===== src/rtl/pc_pkg.sv =====
// Shared definitions for the fetch PC generator: FSM states and default parameters.
package pc_pkg;

  typedef enum logic [1:0] {
    BOOT = 2'd0,
    RUN  = 2'd1,
    WAIT = 2'd2
  } pc_state_e;

  localparam int          DEF_INC          = 4;
  localparam logic [31:0] DEF_RESET_VECTOR = 32'h0;

endpackage


===== src/rtl/pc_gen_if.sv =====
// Fetch-side bus of pc_gen: control-flow inputs, imem handshake and decode PC.
// The misalign flag only exists when PC_MISALIGN_TRAP_EN is defined.
interface pc_gen_if #(
    parameter int XLEN = 32
);
    logic            stall;
    logic            redirect_valid;
    logic [XLEN-1:0] redirect_pc;
    logic            trap_valid;
    logic [XLEN-1:0] trap_vec;
    logic            imem_req_valid;
    logic            imem_req_ready;
    logic [XLEN-1:0] pc_out;
    logic [XLEN-1:0] pc_d;
    logic            pc_d_valid;
`ifdef PC_MISALIGN_TRAP_EN
    logic            misalign;
`endif

    modport master (
        input  stall, redirect_valid, redirect_pc, trap_valid, trap_vec, imem_req_ready,
`ifdef PC_MISALIGN_TRAP_EN
        output misalign,
`endif
        output imem_req_valid, pc_out, pc_d, pc_d_valid
    );

    modport slave (
        output stall, redirect_valid, redirect_pc, trap_valid, trap_vec, imem_req_ready,
`ifdef PC_MISALIGN_TRAP_EN
        input  misalign,
`endif
        input  imem_req_valid, pc_out, pc_d, pc_d_valid
    );
endinterface


===== src/rtl/pc_next_mux.sv =====
// Priority next-PC select: trap > redirect > sequential advance > hold.
// Without PC_MISALIGN_TRAP_EN, control-flow targets are forced word aligned.
module pc_next_mux #(
    parameter int XLEN = 32,
    parameter int INC  = 4
) (
    input  logic            trap_sel_i,
    input  logic            redir_sel_i,
    input  logic            adv_sel_i,
    input  logic [XLEN-1:0] cur_pc_i,
    input  logic [XLEN-1:0] trap_vec_i,
    input  logic [XLEN-1:0] redirect_pc_i,
    output logic [XLEN-1:0] nxt_pc_o
);
`ifdef PC_MISALIGN_TRAP_EN
    localparam logic [XLEN-1:0] ALIGN_MASK = '1;
`else
    localparam logic [XLEN-1:0] ALIGN_MASK = ~XLEN'(3);
`endif

    always_comb begin
        nxt_pc_o = cur_pc_i;
        if (trap_sel_i)
            nxt_pc_o = trap_vec_i & ALIGN_MASK;
        else if (redir_sel_i)
            nxt_pc_o = redirect_pc_i & ALIGN_MASK;
        else if (adv_sel_i)
            nxt_pc_o = cur_pc_i + XLEN'(INC);
    end
endmodule


===== src/rtl/pc_gen.sv =====
// Fetch PC generator with BOOT/RUN/WAIT handshake FSM and decode-stage PC register.
// Optional feature macro: PC_MISALIGN_TRAP_EN (flag misaligned redirects instead of aligning).
module pc_gen
    import pc_pkg::*;
#(
    parameter int              XLEN         = 32,
    parameter logic [XLEN-1:0] RESET_VECTOR = XLEN'(DEF_RESET_VECTOR),
    parameter int              INC          = DEF_INC
) (
    input logic      clk,
    input logic      rst,
    pc_gen_if.master bus
);
    pc_state_e       state_q, state_d;
    logic [XLEN-1:0] fetch_pc_q, fetch_pc_d;
    logic [XLEN-1:0] dec_pc_q, dec_pc_d;
    logic            dec_vld_q, dec_vld_d;
    logic            live, req_vld, acc, trap_take, redir_seen, mis_take, redir_take, flush;
`ifdef PC_MISALIGN_TRAP_EN
    logic            misalign_q;
`endif

    always_comb begin
        live       = (state_q != BOOT);
        req_vld    = (state_q == WAIT) || (state_q == RUN && !bus.stall);
        acc        = req_vld && bus.imem_req_ready;
        trap_take  = live && bus.trap_valid;
        redir_seen = live && !bus.trap_valid && bus.redirect_valid;
`ifdef PC_MISALIGN_TRAP_EN
        mis_take   = redir_seen && (bus.redirect_pc[1:0] != 2'b00);
`else
        mis_take   = 1'b0;
`endif
        redir_take = redir_seen && !mis_take;
        // A misaligned redirect still flushes decode and abandons the request.
        flush      = trap_take || redir_seen;

        state_d = state_q;
        unique case (state_q)
            BOOT:      state_d = RUN;
            RUN, WAIT: begin
                if (flush || acc) state_d = RUN;
                else if (req_vld) state_d = WAIT;
            end
            default:   state_d = BOOT;
        endcase

        dec_pc_d  = dec_pc_q;
        dec_vld_d = dec_vld_q;
        if (flush) begin
            dec_vld_d = 1'b0;
        end else if (!bus.stall) begin
            if (acc) begin
                dec_pc_d  = fetch_pc_q;
                dec_vld_d = 1'b1;
            end else begin
                dec_vld_d = 1'b0;
            end
        end
    end

    pc_next_mux #(.XLEN(XLEN), .INC(INC)) u_next_mux (
        .trap_sel_i   (trap_take),
        .redir_sel_i  (redir_take),
        .adv_sel_i    (acc && !flush),
        .cur_pc_i     (fetch_pc_q),
        .trap_vec_i   (bus.trap_vec),
        .redirect_pc_i(bus.redirect_pc),
        .nxt_pc_o     (fetch_pc_d)
    );

    always_ff @(posedge clk) begin
        if (rst) begin
            state_q    <= BOOT;
            fetch_pc_q <= RESET_VECTOR;
            dec_pc_q   <= '0;
            dec_vld_q  <= 1'b0;
        end else begin
            state_q    <= state_d;
            fetch_pc_q <= fetch_pc_d;
            dec_pc_q   <= dec_pc_d;
            dec_vld_q  <= dec_vld_d;
        end
    end

`ifdef PC_MISALIGN_TRAP_EN
    always_ff @(posedge clk) begin
        if (rst) misalign_q <= 1'b0;
        else     misalign_q <= mis_take;
    end
    assign bus.misalign = misalign_q;
`endif

    assign bus.imem_req_valid = req_vld;
    assign bus.pc_out         = fetch_pc_q;
    assign bus.pc_d           = dec_pc_q;
    assign bus.pc_d_valid     = dec_vld_q;
endmodule


===== src/flat_wrapper.sv =====
// flat-port wrapper written by rule: the top's interface ports become plain ports
module pc_gen_flat import pc_pkg::*;
#(
    parameter int              XLEN         = 32,
    parameter logic [XLEN-1:0] RESET_VECTOR = XLEN'(DEF_RESET_VECTOR),
    parameter int              INC          = DEF_INC
)
  (clk, rst, bus_stall, bus_redirect_valid, bus_redirect_pc, bus_trap_valid, bus_trap_vec, bus_imem_req_ready, bus_imem_req_valid, bus_pc_out, bus_pc_d, bus_pc_d_valid);
  pc_gen_if #(.XLEN(XLEN)) bus_i ();
  input logic clk;
  input logic rst;
  input wire logic [$bits(bus_i.stall)-1:0] bus_stall;
  input wire logic [$bits(bus_i.redirect_valid)-1:0] bus_redirect_valid;
  input wire logic [$bits(bus_i.redirect_pc)-1:0] bus_redirect_pc;
  input wire logic [$bits(bus_i.trap_valid)-1:0] bus_trap_valid;
  input wire logic [$bits(bus_i.trap_vec)-1:0] bus_trap_vec;
  input wire logic [$bits(bus_i.imem_req_ready)-1:0] bus_imem_req_ready;
  output wire logic [$bits(bus_i.imem_req_valid)-1:0] bus_imem_req_valid;
  output wire logic [$bits(bus_i.pc_out)-1:0] bus_pc_out;
  output wire logic [$bits(bus_i.pc_d)-1:0] bus_pc_d;
  output wire logic [$bits(bus_i.pc_d_valid)-1:0] bus_pc_d_valid;
  assign bus_i.stall = bus_stall;
  assign bus_i.redirect_valid = bus_redirect_valid;
  assign bus_i.redirect_pc = bus_redirect_pc;
  assign bus_i.trap_valid = bus_trap_valid;
  assign bus_i.trap_vec = bus_trap_vec;
  assign bus_i.imem_req_ready = bus_imem_req_ready;
  assign bus_imem_req_valid = bus_i.imem_req_valid;
  assign bus_pc_out = bus_i.pc_out;
  assign bus_pc_d = bus_i.pc_d;
  assign bus_pc_d_valid = bus_i.pc_d_valid;
  pc_gen #(.XLEN(XLEN), .RESET_VECTOR(RESET_VECTOR), .INC(INC)) u_core (.clk(clk), .rst(rst), .bus(bus_i));
endmodule

===== config.mk =====
export PLATFORM = sky130hd
export DESIGN_NAME = pc_gen_flat
export DESIGN_NICKNAME = d
export VERILOG_FILES = /design/src/rtl/pc_pkg.sv /design/src/rtl/pc_gen_if.sv /design/src/rtl/pc_next_mux.sv /design/src/rtl/pc_gen.sv /design/src/flat_wrapper.sv
export SDC_FILE = /design/constraint.sdc
export NUM_CORES = 1
export LEC_CHECK = 0
export CORE_MARGIN = 8
export CORE_UTILIZATION = 25
export CTS_CLUSTER_DIAMETER = 120
export DETAILED_ROUTE_END_ITERATION = 7
export DONT_BUFFER_PORTS = 1
export PLACE_DENSITY = 0.48
export SYNTH_ARGS = -nofsm -noshare
export SYNTH_HDL_FRONTEND = slang
export SYNTH_SLANG_ARGS = --single-unit

===== constraint.sdc =====
create_clock -name clk -period 3.15 [get_ports clk]
set_input_delay 0.1575 -clock clk [delete_from_list [all_inputs] [get_ports clk]]
set_output_delay 0.1575 -clock clk [all_outputs]
set_load 0.1 [all_outputs]

==> results.md, run 1 <==
- Worst Path Class, Setup: flip-flop to flip-flop
- Post_cts resized: 0
- # rows: 44
- Pre-CTS setup slack: 0.8944 ns
- Worst stage delay on the critical path: 0.46 ns
- TritonCTS Buffers: 9
- Synth cell types: 60
- Synthesized area: 0.003687 mm2
- Reg2reg start: u_core.bus.pc_out[5]$_SDFFE_PP0P_
- Rel. slew slack: 33.89%
- Pwr Density: 892.3 mW/mm2
- Overall die area: 0.01889 mm2
- Final Max Slew Viols: 0
- Nets: 596
- CP max FO: 5
- Wire length per cell: 21.59 um
- # fillers: 1597
- First-pass GRT wire length: 22.67 mm
- Number of remaining DRC errors: 0
- DR vias: 3870
- Yosys warns: 0
- Hold/Removal Path Class: primary input to flip-flop
- Total track usage: 16.18%
- CP Cell Sequence: buf_4 > nand4_1 > nor2_1 > nand2_1 > or4_1 > a31oi_1
- Worst R2R Setup Slack: 0.86 ns
- Crit path from: u_core.bus.pc_out[5]$_SDFFE_PP0P_
- Largest vdd supply drop: 0.3370 mV
- Clk sinks: 63
- Seq. cell area: 0.001261 mm2
- RePlAce Congestion: 0.8240
- Setup bufs post-CTS: 0
- Layout area overhead: 20.56%
- Remaining global-route overflow: 0
- Number of synthesized register bits: 63
- Outcome: completed
- Initial antenna violation count: 1
- Period utilization: 72.75%
- Detailed Place HPWL: 11.18 mm
- Multi-input logic area: 0.002236 mm2
- Vias in the first global route: 3667
- Io pins: 136
- Slew @ Worst Pin: 0.9903 ns
- Routed vias/inst: 5.443
- Chip Height: 137.4 um
- Slowest-stage cell, CP: nor2_1
- R2R cell count: 6
- RSZ-0062 raised after global routing: false
- Initial core utilization: 25.47%
- Hold Buf Count CTS: 2
- Worst-case clock buffer depth: 2
- Die Wd: 137.4 um
- P_leak: 0.001621 uW
- Max Cap Viol: 0
- Worst reg2reg endpoint: u_core.bus.pc_out[29]$_SDFFE_PP0P_
- Tot Pwr: 3967 uW
- Syn Inst Count: 501
- Post-synthesis sequential area ratio: 34.20%
- Post-route ant nets: 0
- Clk Tree Root Cell: clkbuf_16
- Syn avg cell area: 7.360 um2
- Fmax: 0.4364 GHz
- Routed WL: 15.35 mm
- Port Buffers: 0
- Share of layout cells above drive strength 1: 14.45%
- Worst clock skew: 0.005635 ns
- Minimum clock period: 2.292 ns
- Number of synthesized flops with an enable pin: 0
- Initial drt markers: 271
- CP Capture Type: flip-flop
- End of the critical path: u_core.bus.pc_out[29]$_SDFFE_PP0P_
- Fin. Hold Viols: 0
- Top FF cell, synth: dfxtp_1
- Drt pass-1 iters: 5
- Clock transition at path regs: 0.06 ns
- Largest net degree at the start of global routing: 55
- Critical path arrival: 2.56 ns
- FFs w/ async S/R, synth: 0%
- Core Region: 0.01448 mm2
- Final setup viols: 0
- TritonCTS clock tree: done
- Crit path required time: 3.42 ns
- Post-route worst setup slack: 0.8583 ns
- H-Tree Depth: 3
- Clk_lat worst skew: 0.34 ns
- Setup TNS: 0 ns
- CP startpoint kind: flip-flop
==> where the power goes <==
group / internal, uW / total, uW / switching, uW / leakage [uW]
clock network: 654 / 1050 / 394 / 0.000152
logic: 454 / 1870 / 1410 / 0.000959
registers: 900 / 1050 / 152 / 0.000511
==> cell families after synthesis <==
family	after synthesis	synth area share, %
flip-flops	63	34.20
multiplexers	4	1.120
AO/OA/AOI/OAI	151	25.01
XOR/XNOR	7	1.663
AND/OR/NAND/NOR	222	30.61
buffers and inverters	48	5.599
adder cells (fa/ha/maj)	5	1.697
other	1	0.1017
==> synthesized netlist by cell type (2+ instances only) <==
library cell | number | area share, %
and4_1 | 3 | 0.71
nor2_1 | 28 | 2.9
a221oi_1 | 3 | 0.71
nor3_1 | 20 | 2.7
nor2b_1 | 3 | 0.51
and3_1 | 3 | 0.51
o221ai_1 | 2 | 0.48
nand3b_1 | 5 | 1.0
nand2b_1 | 6 | 1.0
xor2_1 | 3 | 0.71
a211o_1 | 2 | 0.48
a22oi_1 | 4 | 0.81
a211oi_1 | 9 | 1.8
inv_1 | 9 | 0.92
o2111ai_1 | 2 | 0.48
nand4_1 | 15 | 2.5
o211ai_1 | 6 | 1.2
nor4_4 | 2 | 1.2
nor3b_1 | 5 | 1.0
o21ai_0 | 24 | 3.3
or3_1 | 5 | 0.85
or2_2 | 2 | 0.34
ha_1 | 5 | 1.7
buf_2 | 9 | 1.2
and2_1 | 2 | 0.34
nand2_1 | 102 | 10
o22ai_1 | 2 | 0.34
o31ai_1 | 2 | 0.41
mux2i_1 | 3 | 0.81
buf_4 | 4 | 0.81
nor4b_1 | 3 | 0.71
clkbuf_1 | 25 | 2.5
xnor2_1 | 4 | 0.95
a31oi_1 | 10 | 1.7
nand3_1 | 10 | 1.4
o221a_2 | 2 | 0.61
a21oi_1 | 68 | 9.2
a21o_1 | 5 | 1.0
dfxtp_1 | 63 | 34
==> routing by layer <==
layer	part of all wire, %	wire, um	GRT usage, %
met5	0.085	13	0
met4	1.1	172	3.983
met3	13	1945	7.732
met2	46	7030	25.22
met1	40	6187	19.58
==> layout by cell type, fill, tap and decap left out, types with 10 or more instances in the layout <==
cell type / instances
nor3_1: 20
o21ai_0: 24
nand2_1: 102
nand3_1: 10
nor2_1: 27
dfxtp_1: 63
a31oi_1: 10
buf_4: 42
a21oi_1: 68
nand4_1: 15
==> state kept, by name, indices dropped and copies added (netlist names) <==
name	cells
u_core.bus.pc_d	30
u_core.bus.pc_d_valid	1
u_core.bus.pc_out	30
u_core.state_q	2
==> how the worst min path moves through the flow <==
stage | slack, ns | startpoint | end | depth (start not counted)
floorplan | 0.32 | rst | u_core.bus.pc_out[24]$_SDFFE_PP0P_ | 2
global placement | 0.23 | rst | u_core.bus.pc_d[21]$_SDFFE_PP0P_ | 1
detailed placement | 0.24 | rst | u_core.bus.pc_d[17]$_SDFFE_PP0P_ | 1
CTS | 0.005 | rst | u_core.bus.pc_out[16]$_SDFFE_PP0P_ | 2
global route | 0.01 | rst | u_core.bus.pc_out[16]$_SDFFE_PP0P_ | 2
finish | 0.02 | rst | u_core.bus.pc_out[16]$_SDFFE_PP0P_ | 2
==> metrics by stage <==
step	hold slack, ns	area [um2]	cells	util, %
6_report	0.02103	4446	711	30.70
5_1_grt	0.01371	4443	710	30.69
4_1_cts	0.005169	4443	710	30.69
3_5_place_dp	0.2357	4096	692	28.29
3_3_place_gp	0.2340	4096	692	28.29
2_1_floorplan	0.3160	3699	504	-
==> area by class of cell <==
cell class | instances | area share, %
Tap cell | 184 | 5.179
Antenna cell | 1 | 0.05629
Multi-Input combinational cell | 393 | 50.30
Clock inverter | 5 | 1.267
Clock buffer | 11 | 5.685
Timing Repair Buffer | 45 | 8.387
Sequential cell | 63 | 28.37
Inverter | 9 | 0.7599
==> critical path: cells and delay by family (launching register included) <==
kind	cells	cell delay (ns)
buffers and inverters	1	0.33
and+or+nand+nor	4	1.36
AOI/OAI and AO/OA	1	0.18
DFF	1	0.35
Power figures use the tool's default switching activity.
==> run 2, diff against run 1 <==
--- a/config.mk
+++ b/config.mk
@@ -10,7 +10,7 @@
 export CTS_CLUSTER_DIAMETER = 120
 export DETAILED_ROUTE_END_ITERATION = 7
 export DONT_BUFFER_PORTS = 1
-export PLACE_DENSITY = 0.48
+export PLACE_DENSITY = 0.5
 export SYNTH_ARGS = -nofsm -noshare
 export SYNTH_HDL_FRONTEND = slang
 export SYNTH_SLANG_ARGS = --single-unit
==> constraint.sdc (replaced) <==
create_clock -name clk -period 1.9 [get_ports clk]
set_input_delay 0.095 -clock clk [delete_from_list [all_inputs] [get_ports clk]]
set_output_delay 0.095 -clock clk [all_outputs]
set_load 0.1 [all_outputs]
==> run 2 against run 1 <==
Compared with the run above: the run now ends with hold timing left; register-to-register slack worse by 0.79 ns; first-iteration DRC count is 13% higher; non-clock buffer count is 71 higher; critical endpoint is now u_core.bus.pc_out[18]$_SDFFE_PP0P_.
==> results.md, run 2 (synthesis gave the netlist of run 1 again) <==
- Final Max Slew Viols: 0
- Post-route worst setup slack: 0.06472 ns
- Die Wd: 137.4 um
- Final instance area: 0.005274 mm2
- Worst clock skew: 0.009954 ns
- CP max FO: 12
- Fin. Hold Viols: 5
- Multi-input logic area: 0.002323 mm2
- Period utilization: 96.59%
- H-Tree Depth: 3
- Port Buffers: 0
- Most common cell after layout, fill and taps aside: nand2_1
- Commonest non-fill, non-tap cells in the layout: 102 x nand2_1, 98 x buf_4, 68 x a21oi_1
- Largest vdd supply drop: 0.4982 mV
- Clock transition at path regs: 0.06 ns
- Slowest-stage cell, CP: dfxtp_2
- Fmax: 0.5449 GHz
- Final setup viols: 0
- Minimum clock period: 1.835 ns
- Placed instance area: 0.004619 mm2
- Post-route ant nets: 0
- Wire length per cell: 20.28 um
- Clk_lat worst skew: 0.35 ns
- Core Util, Final: 36.42%
- Routed vias/inst: 5.297
- Chip Height: 137.4 um
- Max Cap Viol: 0
- Clk sinks: 63
- Routed WL: 15.86 mm
- Layout area overhead: 43.03%
- Nets: 667
- Failing checks: hold timing
- CP Cell Sequence: inv_2 > ha_4 > buf_8 > nor3b_4 > buf_6 > clkbuf_16 > buf_4 > nand2_1 > o21ai_0 > o211ai_1 > a21oi_1
- Core Region: 0.01448 mm2
- Share of layout cells above drive strength 1: 29.98%
- Worst stage delay on the critical path: 0.36 ns
- Overall die area: 0.01889 mm2
- P_leak: 0.002061 uW
- Io pins: 136
- Tot Pwr: 7143 uW
- Number of remaining DRC errors: 0
- Setup TNS: 0 ns
- # fillers: 1499
- Seq. cell area: 0.001346 mm2
- Crit path required time: 2.17 ns
- First-pass GRT wire length: 23.78 mm
- Detailed Place HPWL: 11.59 mm
- CP Capture Type: flip-flop
- Critical path arrival: 2.11 ns
- Clk Tree Root Cell: clkbuf_16
- Drt pass-1 iters: 4
- Vias in the first global route: 3985
- Hold/Removal Path Class: primary input to flip-flop
- DR vias: 4142
- Worst-case clock buffer depth: 2
- Initial core utilization: 25.47%
- TritonCTS clock tree: done
- TritonCTS Buffers: 9
- # rows: 44
- RePlAce Congestion: 0.8597
- Worst hold slack: -0.02713 ns
- Total track usage: 16.61%
- Pre-CTS setup slack: -0.03233 ns
- Largest net degree at the start of global routing: 61
- Pwr Density: 1354 mW/mm2
- Remaining global-route overflow: 0
- Outcome: finished with violations
- CP startpoint kind: flip-flop
- Initial antenna violation count: 2
- Initial drt markers: 306
- Worst Path Class, Setup: flip-flop to flip-flop
[run 2: cell types whose count changed in the layout (fill, tap and decap cells not counted), moves of 3 or more]
cell / change
buf_4: +56
dfxtp_1: -28
dfxtp_4: +20
dfxtp_2: +8
dlygate4sd3_1: +7
buf_12: +3
clkbuf_16: +3
[run 2: critical path, delay by kind of cell (launching register included)]
kind	cells	cell delay, ns
adder cells (fa/ha/maj)	1	0.17
AO/OA/AOI/OAI	3	0.32
buffers and inverters	5	0.61
flip-flops	1	0.36
AND/OR/NAND/NOR	2	0.31
[run 2: power by group]
part	internal (uW)	switching [uW]	total [uW]
Sequential	1550	213	1760
Combinational	1040	2490	3520
Clock	1210	650	1860
[run 2: metrics by stage]
| step | hold slack, ns | std cells |
|---|---|---|
| after floorplan | 0.2437 | 504 |
| after global placement | 0.1692 | 742 |
| after detailed placement | 0.1706 | 742 |
| after CTS | -0.1983 | 765 |
| after global routing | 0.01182 | 782 |
| final | -0.02713 | 782 |
[run 2: worst paths after layout]
check | end | cells after the start | slack [ns] | startpoint
hold / removal | u_core.bus.pc_d_valid$_SDFFE_PP0N_ | 2 | -0.03 | bus_stall
hold reg to reg | u_core.bus.pc_d[2]$_SDFFE_PP0P_ | 2 | 0.45 | u_core.bus.pc_d[2]$_SDFFE_PP0P_
setup reg to reg | u_core.bus.pc_out[18]$_SDFFE_PP0P_ | 11 | 0.06 | u_core.state_q[0]$_SDFFE_PP0P_
setup / recovery | u_core.bus.pc_out[18]$_SDFFE_PP0P_ | 11 | 0.06 | u_core.state_q[0]$_SDFFE_PP0P_
[run 2: layer usage]
metal / GRT usage, % / share of wire [%]
met5: 0 / 0.082
met4: 6.216 / 3.3
met3: 6.163 / 9.7
met2: 25.68 / 46
met1: 20.56 / 41
[run 2: cell type report]
cell class	instances	share of cell area [%]
Timing Repair Buffer	116	18.98
Clock buffer	12	5.480
Tap cell	184	4.365
Sequential cell	63	25.53
Inverter	9	0.6406
Clock inverter	4	0.9015
Antenna cell	1	0.04745
Multi-Input combinational cell	393	44.06
[run 2: what timing repair did]
| action | CTS | global route |
|---|---|---|
| gates resized for setup | 4 | 17 |
| hold buffers | 2 | 7 |
| setup buffers | 5 | 8 |
| endpoints found under the hold margin | 59 | 57 |
| pin swaps | 0 | 11 |
| cloned | 0 | 1 |
| endpoints found under the setup margin | 32 | 53 |
==> run 3, diff against run 2 <==
--- a/config.mk
+++ b/config.mk
@@ -8,9 +8,10 @@
 export CORE_MARGIN = 8
 export CORE_UTILIZATION = 25
 export CTS_CLUSTER_DIAMETER = 120
+export CTS_CLUSTER_SIZE = 40
 export DETAILED_ROUTE_END_ITERATION = 7
 export DONT_BUFFER_PORTS = 1
-export PLACE_DENSITY = 0.5
+export PLACE_DENSITY = 0.48
 export SYNTH_ARGS = -nofsm -noshare
 export SYNTH_HDL_FRONTEND = slang
 export SYNTH_SLANG_ARGS = --single-unit
==> constraint.sdc (replaced) <==
create_clock -name clk -period 2 [get_ports clk]
set_input_delay 0.4 -clock clk [delete_from_list [all_inputs] [get_ports clk]]
set_output_delay 0.4 -clock clk [all_outputs]
set_load 0.1 [all_outputs]
==> run 3 against run 2 <==
Compared with the run above: the flow now finishes without violations; largest cell class unchanged; total power shrank 12%; critical path type is now flip-flop to primary output; setup slack improved by 0.031 ns; flip-flop and latch count unchanged; clock skew down 0.0038 ns.
==> results.md, run 3 (synthesis gave the netlist of run 1 again) <==
- Hold Buf Count CTS: 0
- Clock transition at path regs: 0.05 ns
- Routed vias/inst: 5.294
- CP max FO: 4
- Fmax: 0.5250 GHz
- Number of remaining DRC errors: 0
- Drt pass-1 iters: 4
- Overall die area: 0.01889 mm2
- Reg2reg start: u_core.bus.pc_out[14]$_SDFFE_PP0P_
- N_diodes: 0
- CP startpoint kind: flip-flop
- First-pass GRT wire length: 23.07 mm
- Initial core utilization: 25.47%
- Initial drt markers: 239
- Fin. Hold Viols: 0
- TritonCTS clock tree: done
- RSZ-0062 raised after global routing: true
- Placed instance area: 0.004554 mm2
- Post-route ant nets: 0
- RePlAce Congestion: 0.8550
- Clk sinks: 63
- Chip Height: 137.4 um
- Largest vdd supply drop: 0.5168 mV
- Minimum clock period: 1.905 ns
- # rows: 44
- Hold wc startpoint: rst
- Pwr Density: 1297 mW/mm2
- Hold/Removal Path Class: primary input to flip-flop
- Initial antenna violation count: 0
- Final Non-Filler Cells: 748
- Final setup viols: 0
- Most common cell after layout, fill and taps aside: nand2_1
- Vias in the first global route: 3866
- Wire length per cell: 20.53 um
- Final Max Slew Viols: 0
- Final instance area: 0.004861 mm2
- Critical path arrival: 1.50 ns
- DP Cell Count: 732
- Die Wd: 137.4 um
- Slew @ Worst Pin: 0.5196 ns
- Routed WL: 15.36 mm
- Worst Path Class, Setup: flip-flop to primary output
- Clk_lat worst skew: 0.34 ns
- Total track usage: 16.16%
- P_leak: 0.001865 uW
- Crit path required time: 1.60 ns
- Crit path from: u_core.state_q[1]$_SDFFE_PP0P_
- Largest net degree at the start of global routing: 61
- # fillers: 1568
- Max Cap Viol: 0
- Core Region: 0.01448 mm2
- Layout area overhead: 31.83%
- Commonest non-fill, non-tap cells in the layout: 102 x nand2_1, 77 x buf_4, 68 x a21oi_1
- Worst-case clock buffer depth: 2
- CP Capture Type: primary output
- Share of layout cells above drive strength 1: 26.60%
- Remaining global-route overflow: 0
- Detailed Place HPWL: 11.38 mm
- DR vias: 3960
- Port Buffers: 0
- Clk Tree Root Cell: clkbuf_16
- Io pins: 136
- Worst clock skew: 0.006135 ns
- Nets: 634
- Rel. slew slack: 65.10%
- Period utilization: 95.23%
- H-Tree Depth: 3
- Outcome: completed
- TritonCTS Buffers: 9
-- run 3: changes by cell type in the layout (fill, tap and decap cells not counted), moves of 2 or more --
| cell | delta |
|---|---|
| buf_12 | +2 |
| dlygate4sd3_1 | -8 |
| clkinv_2 | +2 |
| buf_6 | -2 |
| nor2_2 | +2 |
| clkbuf_16 | -3 |
| buf_8 | -2 |
| ha_4 | -2 |
| ha_1 | +2 |
| clkbuf_1 | +2 |
| buf_4 | -21 |
-- run 3: metrics by stage --
stage | util (%) | hold slack (ns) | setup WS, ns | setup TNS (ns) | total power, uW
after floorplan | - | 0.5187 | -0.08247 | -0.08247 | 3953
after global placement | 31.46 | 0.4367 | 0.07084 | 0 | 4781
after detailed placement | 31.46 | 0.4410 | -0.006518 | -0.01455 | 4835
after CTS | 33.37 | 0.1127 | 0.002632 | 0 | 6346
after global routing | 33.57 | 0.1145 | -0.003428 | -0.003428 | 6632
final | 33.57 | 0.1321 | 0.09540 | 0 | 6304
-- run 3: worst max-delay path, cell delays in order, from the launching register on --
cell and delay, ns:
dfxtp_2 0.35, inv_1 0.06, ha_1 0.17, nor2b_2 0.17, nor2_2 0.16, inv_2 0.08
buf_12 0.17
-- run 3: final timing paths --
check | cells after the start | slack, ns | end
worst max-delay path | 6 | 0.1 | bus_imem_req_valid
worst min-delay path | 1 | 0.13 | u_core.bus.pc_d[23]$_SDFFE_PP0P_
worst max register to register | 5 | 0.12 | u_core.bus.pc_out[29]$_SDFFE_PP0P_
worst min register to register | 2 | 0.45 | u_core.bus.pc_d[17]$_SDFFE_PP0P_
-- run 3: repair_timing --
item | 4_1_cts | 5_1_grt
gates resized for setup | 3 | 10
pin swaps | 0 | 1
setup endpoints to repair | 8 | 11
setup buffers | 0 | 0
-- run 3: area by class of cell --
cell class	count	area, um2	area share (%)
multi-input cells	393	2286	47.03
well taps	184	230.2	4.736
inverters	9	33.78	0.6950
flip-flops and latches	63	1344	27.64
repair buffers	83	698.2	14.36
clock buffers	12	246.5	5.071
clock inverters	4	22.52	0.4633
-- run 3: per-layer routing --
layer | vias up | global-route usage [%] | part of all wire [%]
met5 | - | 0 | 0
met4 | 0 | 6.276 | 2.3
met3 | 24 | 5.835 | 9.2
met2 | 135 | 25.63 | 47
met1 | 1884 | 19.51 | 41
li1 | 1917 | - | -
-- run 3: power breakdown --
group | switching [uW] | total, uW | leakage (uW) | internal, uW
Clock | 599 | 1470 | 0.000132 | 867
Combinational | 2300 | 3170 | 0.00120 | 865
Sequential | 198 | 1670 | 0.000529 | 1470
Total | 3100 | 6300 | 0.00187 | 3200
